## config.mk

```make
export PLATFORM = sky130hd
export DESIGN_NAME = instr_encoder_writer_flat
export DESIGN_NICKNAME = d
export VERILOG_FILES = /design/src/rtl/instr_encoder_writer_if.sv /design/src/rtl/instr_encoder_writer.sv /design/src/flat_wrapper.sv
export SDC_FILE = /design/constraint.sdc
export NUM_CORES = 1
export LEC_CHECK = 0
export ABC_AREA = 0
export BUFFER_PORTS_ARGS = -buffer_cell sky130_fd_sc_hd__buf_2
export CORE_ASPECT_RATIO = 0.9
export CORE_MARGIN = 2
export CORE_UTILIZATION = 30
export DETAILED_ROUTE_END_ITERATION = 12
export SLEW_MARGIN = 20
export SYNTH_ARGS = -nofsm -noshare
export SYNTH_HDL_FRONTEND = slang
export SYNTH_SLANG_ARGS = --single-unit
```

## constraint.sdc

```tcl
create_clock -name i_clk -period 2.65 [get_ports i_clk]
set_clock_uncertainty 0.05 [all_clocks]
set_input_delay 0.1325 -clock i_clk [delete_from_list [all_inputs] [get_ports i_clk]]
set_output_delay 0.1325 -clock i_clk [all_outputs]
set_load 0.005 [all_outputs]
```

## src/rtl/instr_encoder_writer_if.sv

```systemverilog
// ---------------------------------------------------------------------------
// instr_encoder_writer_if
//   Bundles the request handshake (control bundle + register/immediate fields)
//   and the instruction-memory write port of instr_encoder_writer.
//   master : loader side (drives the request, observes ready and memory port)
//   slave  : encoder side (consumes the request, drives ready and memory port)
// Parameters
//   ADDR_W   instruction-memory address width (must match the encoder's)
//   INSTR_W  instruction word width (16)
// ---------------------------------------------------------------------------
interface instr_encoder_writer_if #(
    parameter int ADDR_W  = 8,
    parameter int INSTR_W = 16
);
    logic               in_valid;
    logic               in_ready;
    logic               RegDst;
    logic               AluSrc;
    logic               MemToReg;
    logic               RegWrite;
    logic               MemRead;
    logic               MemWrite;
    logic               AluOp;
    logic [1:0]         rs;
    logic [1:0]         rt;
    logic [1:0]         rd;
    logic [7:0]         low8;
    logic               imem_we;
    logic [ADDR_W-1:0]  imem_addr;
    logic [INSTR_W-1:0] imem_wdata;

    modport master (
        output in_valid, RegDst, AluSrc, MemToReg, RegWrite, MemRead, MemWrite,
               AluOp, rs, rt, rd, low8,
        input  in_ready, imem_we, imem_addr, imem_wdata
    );

    modport slave (
        input  in_valid, RegDst, AluSrc, MemToReg, RegWrite, MemRead, MemWrite,
               AluOp, rs, rt, rd, low8,
        output in_ready, imem_we, imem_addr, imem_wdata
    );
endinterface

```

## src/rtl/instr_encoder_writer.sv

```systemverilog
// ---------------------------------------------------------------------------
// instr_encoder_writer
//   Re-encodes a decoded control bundle into the 2-bit opcode, packs a 16-bit
//   instruction word {op, rs, rt, rd, low8} and streams accepted words into
//   instruction memory at consecutive addresses starting from 0.
// Ports
//   i_clk          clock, rising edge
//   i_reset        synchronous active-high reset
//   i_clear        synchronous restart of pointer/count/full/halt
//   bus            instr_encoder_writer_if.slave (request + imem write port)
//   o_count        words written since reset/clear (ADDR_W+1 bits)
//   o_full         memory filled, no more words accepted until clear/reset
//   o_err_illegal  one-cycle pulse after an illegal bundle is accepted
// Configuration
//   ENC_ERR_HALT_EN  when defined, an illegal bundle sets a sticky halt that
//                    blocks further input until clear/reset. When undefined
//                    illegal requests are dropped and streaming continues.
// ---------------------------------------------------------------------------
module instr_encoder_writer #(
    parameter int ADDR_W  = 8,
    parameter int INSTR_W = 16
) (
    input  logic                    i_clk,
    input  logic                    i_reset,
    input  logic                    i_clear,
    instr_encoder_writer_if.slave   bus,
    output logic [ADDR_W:0]         o_count,
    output logic                    o_full,
    output logic                    o_err_illegal
);

    // count value while the write to the last address is in flight
    localparam logic [ADDR_W:0] LAST_SLOT = {1'b0, {ADDR_W{1'b1}}};

    logic [6:0]         w_bundle;
    logic               w_legal;
    logic [1:0]         w_opc;
    logic [15:0]        w_word;
    logic               w_fire;
    logic               w_halt;
    logic               w_last_pending;

    logic               r_we;
    logic [INSTR_W-1:0] r_wdata;
    logic               r_err;
    logic [ADDR_W:0]    r_count;

    assign w_bundle = {bus.RegDst, bus.AluSrc, bus.MemToReg, bus.RegWrite,
                       bus.MemRead, bus.MemWrite, bus.AluOp};

    always_comb begin
        w_legal = 1'b1;
        w_opc   = 2'b00;
        case (w_bundle)
            7'b1001001: w_opc = 2'b00;  // R
            7'b0101001: w_opc = 2'b01;  // ADDI
            7'b0111100: w_opc = 2'b10;  // LW
            7'b0100010: w_opc = 2'b11;  // SW
            default:    w_legal = 1'b0;
        endcase
    end

    // rd only carries meaning for R-format; I-formats zero it
    assign w_word = {w_opc, bus.rs, bus.rt,
                     (w_opc == 2'b00) ? bus.rd : 2'b00, bus.low8};

    // The count only advances one cycle after acceptance, so the last slot is
    // also closed while its write is still in flight; otherwise a continuous
    // stream would slip one word past the end of memory.
    assign w_last_pending = r_we && (r_count == LAST_SLOT);

    assign bus.in_ready = !i_reset && !i_clear && !o_full && !w_last_pending && !w_halt;
    assign w_fire       = bus.in_valid && bus.in_ready;

`ifdef ENC_ERR_HALT_EN
    logic r_halt;

    always_ff @(posedge i_clk) begin
        if (i_reset || i_clear)
            r_halt <= 1'b0;
        else if (w_fire && !w_legal)
            r_halt <= 1'b1;
    end

    assign w_halt = r_halt;
`else
    assign w_halt = 1'b0;
`endif

    always_ff @(posedge i_clk) begin
        if (i_reset) begin
            r_we    <= 1'b0;
            r_wdata <= '0;
            r_err   <= 1'b0;
            r_count <= '0;
        end else begin
            r_we  <= w_fire && w_legal;
            r_err <= w_fire && !w_legal;
            if (w_fire && w_legal)
                r_wdata <= w_word;
            // a write registered in the clear cycle still goes out at its old
            // address, but is not counted in the fresh run
            if (i_clear)
                r_count <= '0;
            else if (r_we)
                r_count <= r_count + 1'b1;
        end
    end

    // the write pointer is the low part of the count: it still holds the
    // pending word's address during the write cycle
    assign bus.imem_we    = r_we;
    assign bus.imem_addr  = r_count[ADDR_W-1:0];
    assign bus.imem_wdata = r_wdata;

    assign o_count       = r_count;
    assign o_full        = r_count[ADDR_W];
    assign o_err_illegal = r_err;

endmodule
```

## src/flat_wrapper.sv

```systemverilog
// flat-port wrapper written by rule: the top's interface ports become plain ports
module instr_encoder_writer_flat 
#(
    parameter int ADDR_W  = 8,
    parameter int INSTR_W = 16
)
  (i_clk, i_reset, i_clear, o_count, o_full, o_err_illegal, bus_in_valid, bus_RegDst, bus_AluSrc, bus_MemToReg, bus_RegWrite, bus_MemRead, bus_MemWrite, bus_AluOp, bus_rs, bus_rt, bus_rd, bus_low8, bus_in_ready, bus_imem_we, bus_imem_addr, bus_imem_wdata);
  instr_encoder_writer_if #(.ADDR_W(ADDR_W), .INSTR_W(INSTR_W)) bus_i ();
  input  logic i_clk;
  input  logic i_reset;
  input  logic i_clear;
  output logic [ADDR_W:0] o_count;
  output logic o_full;
  output logic o_err_illegal;
  input wire logic [$bits(bus_i.in_valid)-1:0] bus_in_valid;
  input wire logic [$bits(bus_i.RegDst)-1:0] bus_RegDst;
  input wire logic [$bits(bus_i.AluSrc)-1:0] bus_AluSrc;
  input wire logic [$bits(bus_i.MemToReg)-1:0] bus_MemToReg;
  input wire logic [$bits(bus_i.RegWrite)-1:0] bus_RegWrite;
  input wire logic [$bits(bus_i.MemRead)-1:0] bus_MemRead;
  input wire logic [$bits(bus_i.MemWrite)-1:0] bus_MemWrite;
  input wire logic [$bits(bus_i.AluOp)-1:0] bus_AluOp;
  input wire logic [$bits(bus_i.rs)-1:0] bus_rs;
  input wire logic [$bits(bus_i.rt)-1:0] bus_rt;
  input wire logic [$bits(bus_i.rd)-1:0] bus_rd;
  input wire logic [$bits(bus_i.low8)-1:0] bus_low8;
  output wire logic [$bits(bus_i.in_ready)-1:0] bus_in_ready;
  output wire logic [$bits(bus_i.imem_we)-1:0] bus_imem_we;
  output wire logic [$bits(bus_i.imem_addr)-1:0] bus_imem_addr;
  output wire logic [$bits(bus_i.imem_wdata)-1:0] bus_imem_wdata;
  assign bus_i.in_valid = bus_in_valid;
  assign bus_i.RegDst = bus_RegDst;
  assign bus_i.AluSrc = bus_AluSrc;
  assign bus_i.MemToReg = bus_MemToReg;
  assign bus_i.RegWrite = bus_RegWrite;
  assign bus_i.MemRead = bus_MemRead;
  assign bus_i.MemWrite = bus_MemWrite;
  assign bus_i.AluOp = bus_AluOp;
  assign bus_i.rs = bus_rs;
  assign bus_i.rt = bus_rt;
  assign bus_i.rd = bus_rd;
  assign bus_i.low8 = bus_low8;
  assign bus_in_ready = bus_i.in_ready;
  assign bus_imem_we = bus_i.imem_we;
  assign bus_imem_addr = bus_i.imem_addr;
  assign bus_imem_wdata = bus_i.imem_wdata;
  instr_encoder_writer #(.ADDR_W(ADDR_W), .INSTR_W(INSTR_W)) u_core (.i_clk(i_clk), .i_reset(i_reset), .i_clear(i_clear), .bus(bus_i), .o_count(o_count), .o_full(o_full), .o_err_illegal(o_err_illegal));
endmodule
```

* After elaboration in Yosys (flattened, before gate mapping) *
Cells that the tools add are included.

word-level totals
  register bits = 27
  input bits = 25
  output and inout bits = 37
  word-level logic and storage cells = 28

cells by class
  add/sub/neg operators = 1
  equality and inequality tests = 5
  muxes and demuxes = 3
  reduce and logical (&&, ||, !) cells = 15

operator list
  cell                 count
  $eq 7x6->1 const B   3
  $add 9x1->9 const B  1
  $eq 9x8->1 const B   1
  $eq 7x7->1 const B   1
  $logic_and 1x1->1    7
  $pmux 2 s3           1
  $logic_not 1->1      5
  $reduce_or 4->1      1
  $logic_not 2->1      1
  $mux 2               1
  $reduce_or 2->1      1
  $mux 1               1

* Logic depth before layout (Yosys ltp) *
  depth in word-level cells = 6
  gate-level depth with buffers = 9

* Worst setup path after synthesis *
No wires, ideal clock.

  path kind = register to register
  start point = register u_core.r_count[0] (netlist: u_core.o_count[0])
  end point = register u_core.r_wdata[10] (netlist: u_core.bus.imem_wdata[10])
  data arrival time = 1799 ps
  data required time = 2479 ps
  setup slack = 680 ps
  stages on the path, launching flop included = 10
  buffers on the path = 1
  period minus slack after synthesis = 1970 ps
  cell sequence = dfxtp_1 ha_1 nand3_1 nor2_1 ha_1 a21oi_1 nand3_1 a31o_2 buf_6 mux2_4

between the ends
  word-level cells in the longest chain between the ends = 6

ends and longest elaborated chain
  element                 RTL line                     text
  from (decl)             instr_encoder_writer.sv:46   logic [ADDR_W:0] r_count;
  from (signal assigned)  instr_encoder_writer.sv:106  r_count <= r_count + 1'b1;
  $eq 9x8->1              instr_encoder_writer.sv:70   assign w_last_pending = r_we && (r_count == LAST_SLOT);
  $logic_and 1x1->1       instr_encoder_writer.sv:70
  $logic_not 1->1         instr_encoder_writer.sv:72   assign bus.in_ready = !i_reset && !i_clear && !o_full && !w_last_pending && !w_halt;
  $logic_and 1x1->1       instr_encoder_writer.sv:72
  $logic_and 1x1->1       instr_encoder_writer.sv:73   assign w_fire = bus.in_valid && bus.in_ready;
  $logic_and 1x1->1       instr_encoder_writer.sv:99   if (w_fire && w_legal)
  to (signal assigned)    instr_encoder_writer.sv:100  r_wdata <= w_word;
  to (decl)               instr_encoder_writer.sv:44   logic [INSTR_W-1:0] r_wdata;

Every way passes these cells.
A chain may end at the register's enable or synchronous reset.

* Worst setup path in the final report *
  start point = register u_core.r_count[0] (netlist: u_core.o_count[0])
  end point = register u_core.r_wdata[15] (netlist: u_core.bus.imem_wdata[15])

The elaborated chain is that of the path after synthesis.

==> qor.yml <==
synth_cells: 132
cts_buffers: 3
hold_violations: 0
core-area_sq_um: 4100
synth_fp_nets: 159
ioPinCount: 62
synth.area.mux_share_pct: 14.1
dp_hpwl_um: 2010
synthFlopType: "dfxtp_1"
synth_top_family_by_area: "simple AND/OR/NAND/NOR gates"
total_leakage_power_nw: 0.775
final_common_cell: "buf_2"
num_rows: 22
synth-edff-count: 0
place_inst: 227
grt_max_degree: 15
crit_path_top_delay_cell: "dfxtp_1"
cts_hold_buf: 0
cp-end-kind: "flop"
drtPass1Iterations: 4
maxCapViolCount: 0
synth_compound_area_share_pct: 7.88
fmax_ghz: 0.473
cts_tree: "done"
fillers: 416
crit_chain: "ha_1 -> nand3_1 -> nor2_1 -> ha_1 -> a21oi_1 -> nand3_1 -> a31o_2 -> inv_2 -> o221a_2"
status: "finished, final reports clean"
vias: 1068
final_cell_mix: "buf_2 (61), dfxtp_1 (27), nand2_1 (12)"
area_delta_synth_final_pct: 24.6
start_util_pct: 31.4
setup_tns_ns: 0
path_clk_slew_ns: 0.09
syn_avg_cell_area_sq_um: 9.74
ys_types: 36
cts_resized: 0
num_antenna_cells: 0
post_cts_buffers: 0
synth_warnings: 0
synth-xor-area-share_pct: 3.40
max-slew-margin-rel_pct: 73.7
startpoint_type: "flop"
viasPerCell: 4.62
die_y_um: 66.1
clockBufferDepth: 2
h-tree-depth: 1
port_buffers: 61
grt_pass1_wl_um: 4260
p_per_area_nw_per_um2: 424
wl_per_cell_um: 11.3
ys_seq_area_share_pct: 42.0
yosys.area_share.simple_pct: 22.2
clk_latency_ns: 0.27
path_max_fanout: 12
final_nets: 211
crit_type: "reg2reg"
slowest_delay_ns: 0.42
grt-ovfl-total: 0
grt_pass1_vias: 980
fin_cells: 231
syn_area_sq_um: 1290
drc: 0
synthAdderAreaFrac_pct: 1.95
drive_gt1_share_pct: 43.2
drv_slew: 0
die_w_um: 73.0
antenna_found_initial: 0
ir_drop_mv: 0.257
cp_data_required_time_ns: 2.76
ys_ff_latch: 27
ant_nets: 0
setup-violations-final: 0
gp_congestion: 0.766
dieArea_sq_um: 4830
tightest_slew_ns: 0.395
min_path_type: "in2reg"
totalWireLength_um: 2610
drtIter0Drc: 24
rsz0062_at_grt: "false"
cts_root_buf: "clkbuf_8"
cts_sinks: 27
grt_usage_pct: 11.0
cp.arrival_ns: 2.22
async_reset_ff_share_pct: 0
multi_input_area_sq_um: 637
fin_crit_ns: 2.11
register_area_sq_um: 541
final.period_utilization_pct: 79.8
## cell type report
type                    count  area share [%]
clock buffers               4            2.81
inverters                   4           0.937
multi-input cells          87            39.7
flip-flops and latches     27            33.7
well taps                  48            3.75
repair buffers             61            19.0
## synth_stat cells, types with 3 or more instances
| cell type | n | area share, % |
|---|---|---|
| nor2_1 | 9 | 2.6 |
| xor2_1 | 4 | 2.7 |
| mux2_4 | 8 | 9.3 |
| buf_4 | 9 | 5.3 |
| mux2i_1 | 5 | 3.9 |
| dfxtp_1 | 27 | 42 |
| nand4_1 | 3 | 1.5 |
| nand2_1 | 12 | 3.5 |
| o21ai_0 | 3 | 1.2 |
| inv_1 | 3 | 0.88 |
| or3_1 | 3 | 1.5 |
| clkbuf_1 | 4 | 1.2 |
| nor2b_1 | 9 | 4.4 |
| nand3_1 | 3 | 1.2 |
| a21oi_1 | 6 | 2.3 |
## layer usage
layer	global-route usage [%]	wire length [um]	vias to the layer above
met3	4.12	191	0
met5	0	0	-
li1	-	-	548
met2	18.0	1110	43
met4	1.39	0	0
met1	14.2	1310	477
## flip-flops by register name (all words and copies together), names as in the netlist
name / cells
u_core.bus.imem_we: 1
u_core.bus.imem_wdata: 16
u_core.o_count: 9
u_core.o_err_illegal: 1
## per-stage QoR
stage          util (%)  instance area, sq um  hold slack [ns]  setup slack (ns)  power (mW)
2_1_floorplan         -                  1290            0.208             0.680       0.437
3_3_place_gp       38.0                  1560            0.304             0.595       0.463
3_5_place_dp       38.0                  1560            0.304             0.520       0.463
4_1_cts            39.1                  1600           0.0258             0.496       0.693
5_1_grt            39.1                  1600           0.0229             0.333       0.712
6_report           39.1                  1600           0.0320             0.535       0.680
## worst max-delay path: cells and delay by family, from the launching register on
family                   cells  cell delay, ns
AO/OA/AOI/OAI                3            0.71
buffers and inverters        1            0.15
adder cells (fa/ha/maj)      2            0.37
AND/OR/NAND/NOR              3            0.30
flip-flops                   1            0.42
## kinds of logic after synthesis
family,after synthesis
flops,27
mux,14
xor+xnor,5
compound gates,15
fa+ha+maj,2
buf+inv,18
simple gates,51
## power breakdown
group | internal [mW] | switching (mW)
logic | 0.0225 | 0.0226
clock network | 0.107 | 0.120
registers | 0.407 | 0.000746
## final timing paths
| check | slack (ns) | depth (start not counted) | endpoint | start |
|---|---|---|---|---|
| max | 0.54 | 9 | u_core.bus.imem_wdata[15] | u_core.o_count[0] |
| min | 0.03 | 2 | u_core.bus.imem_wdata[8] | bus_rd[0] |
| max reg2reg | 0.54 | 9 | u_core.bus.imem_wdata[15] | u_core.o_count[0] |
| min reg2reg | 0.42 | 2 | u_core.bus.imem_wdata[4] | u_core.bus.imem_wdata[4] |
No activity file was read; power rests on OpenSTA's default activity.
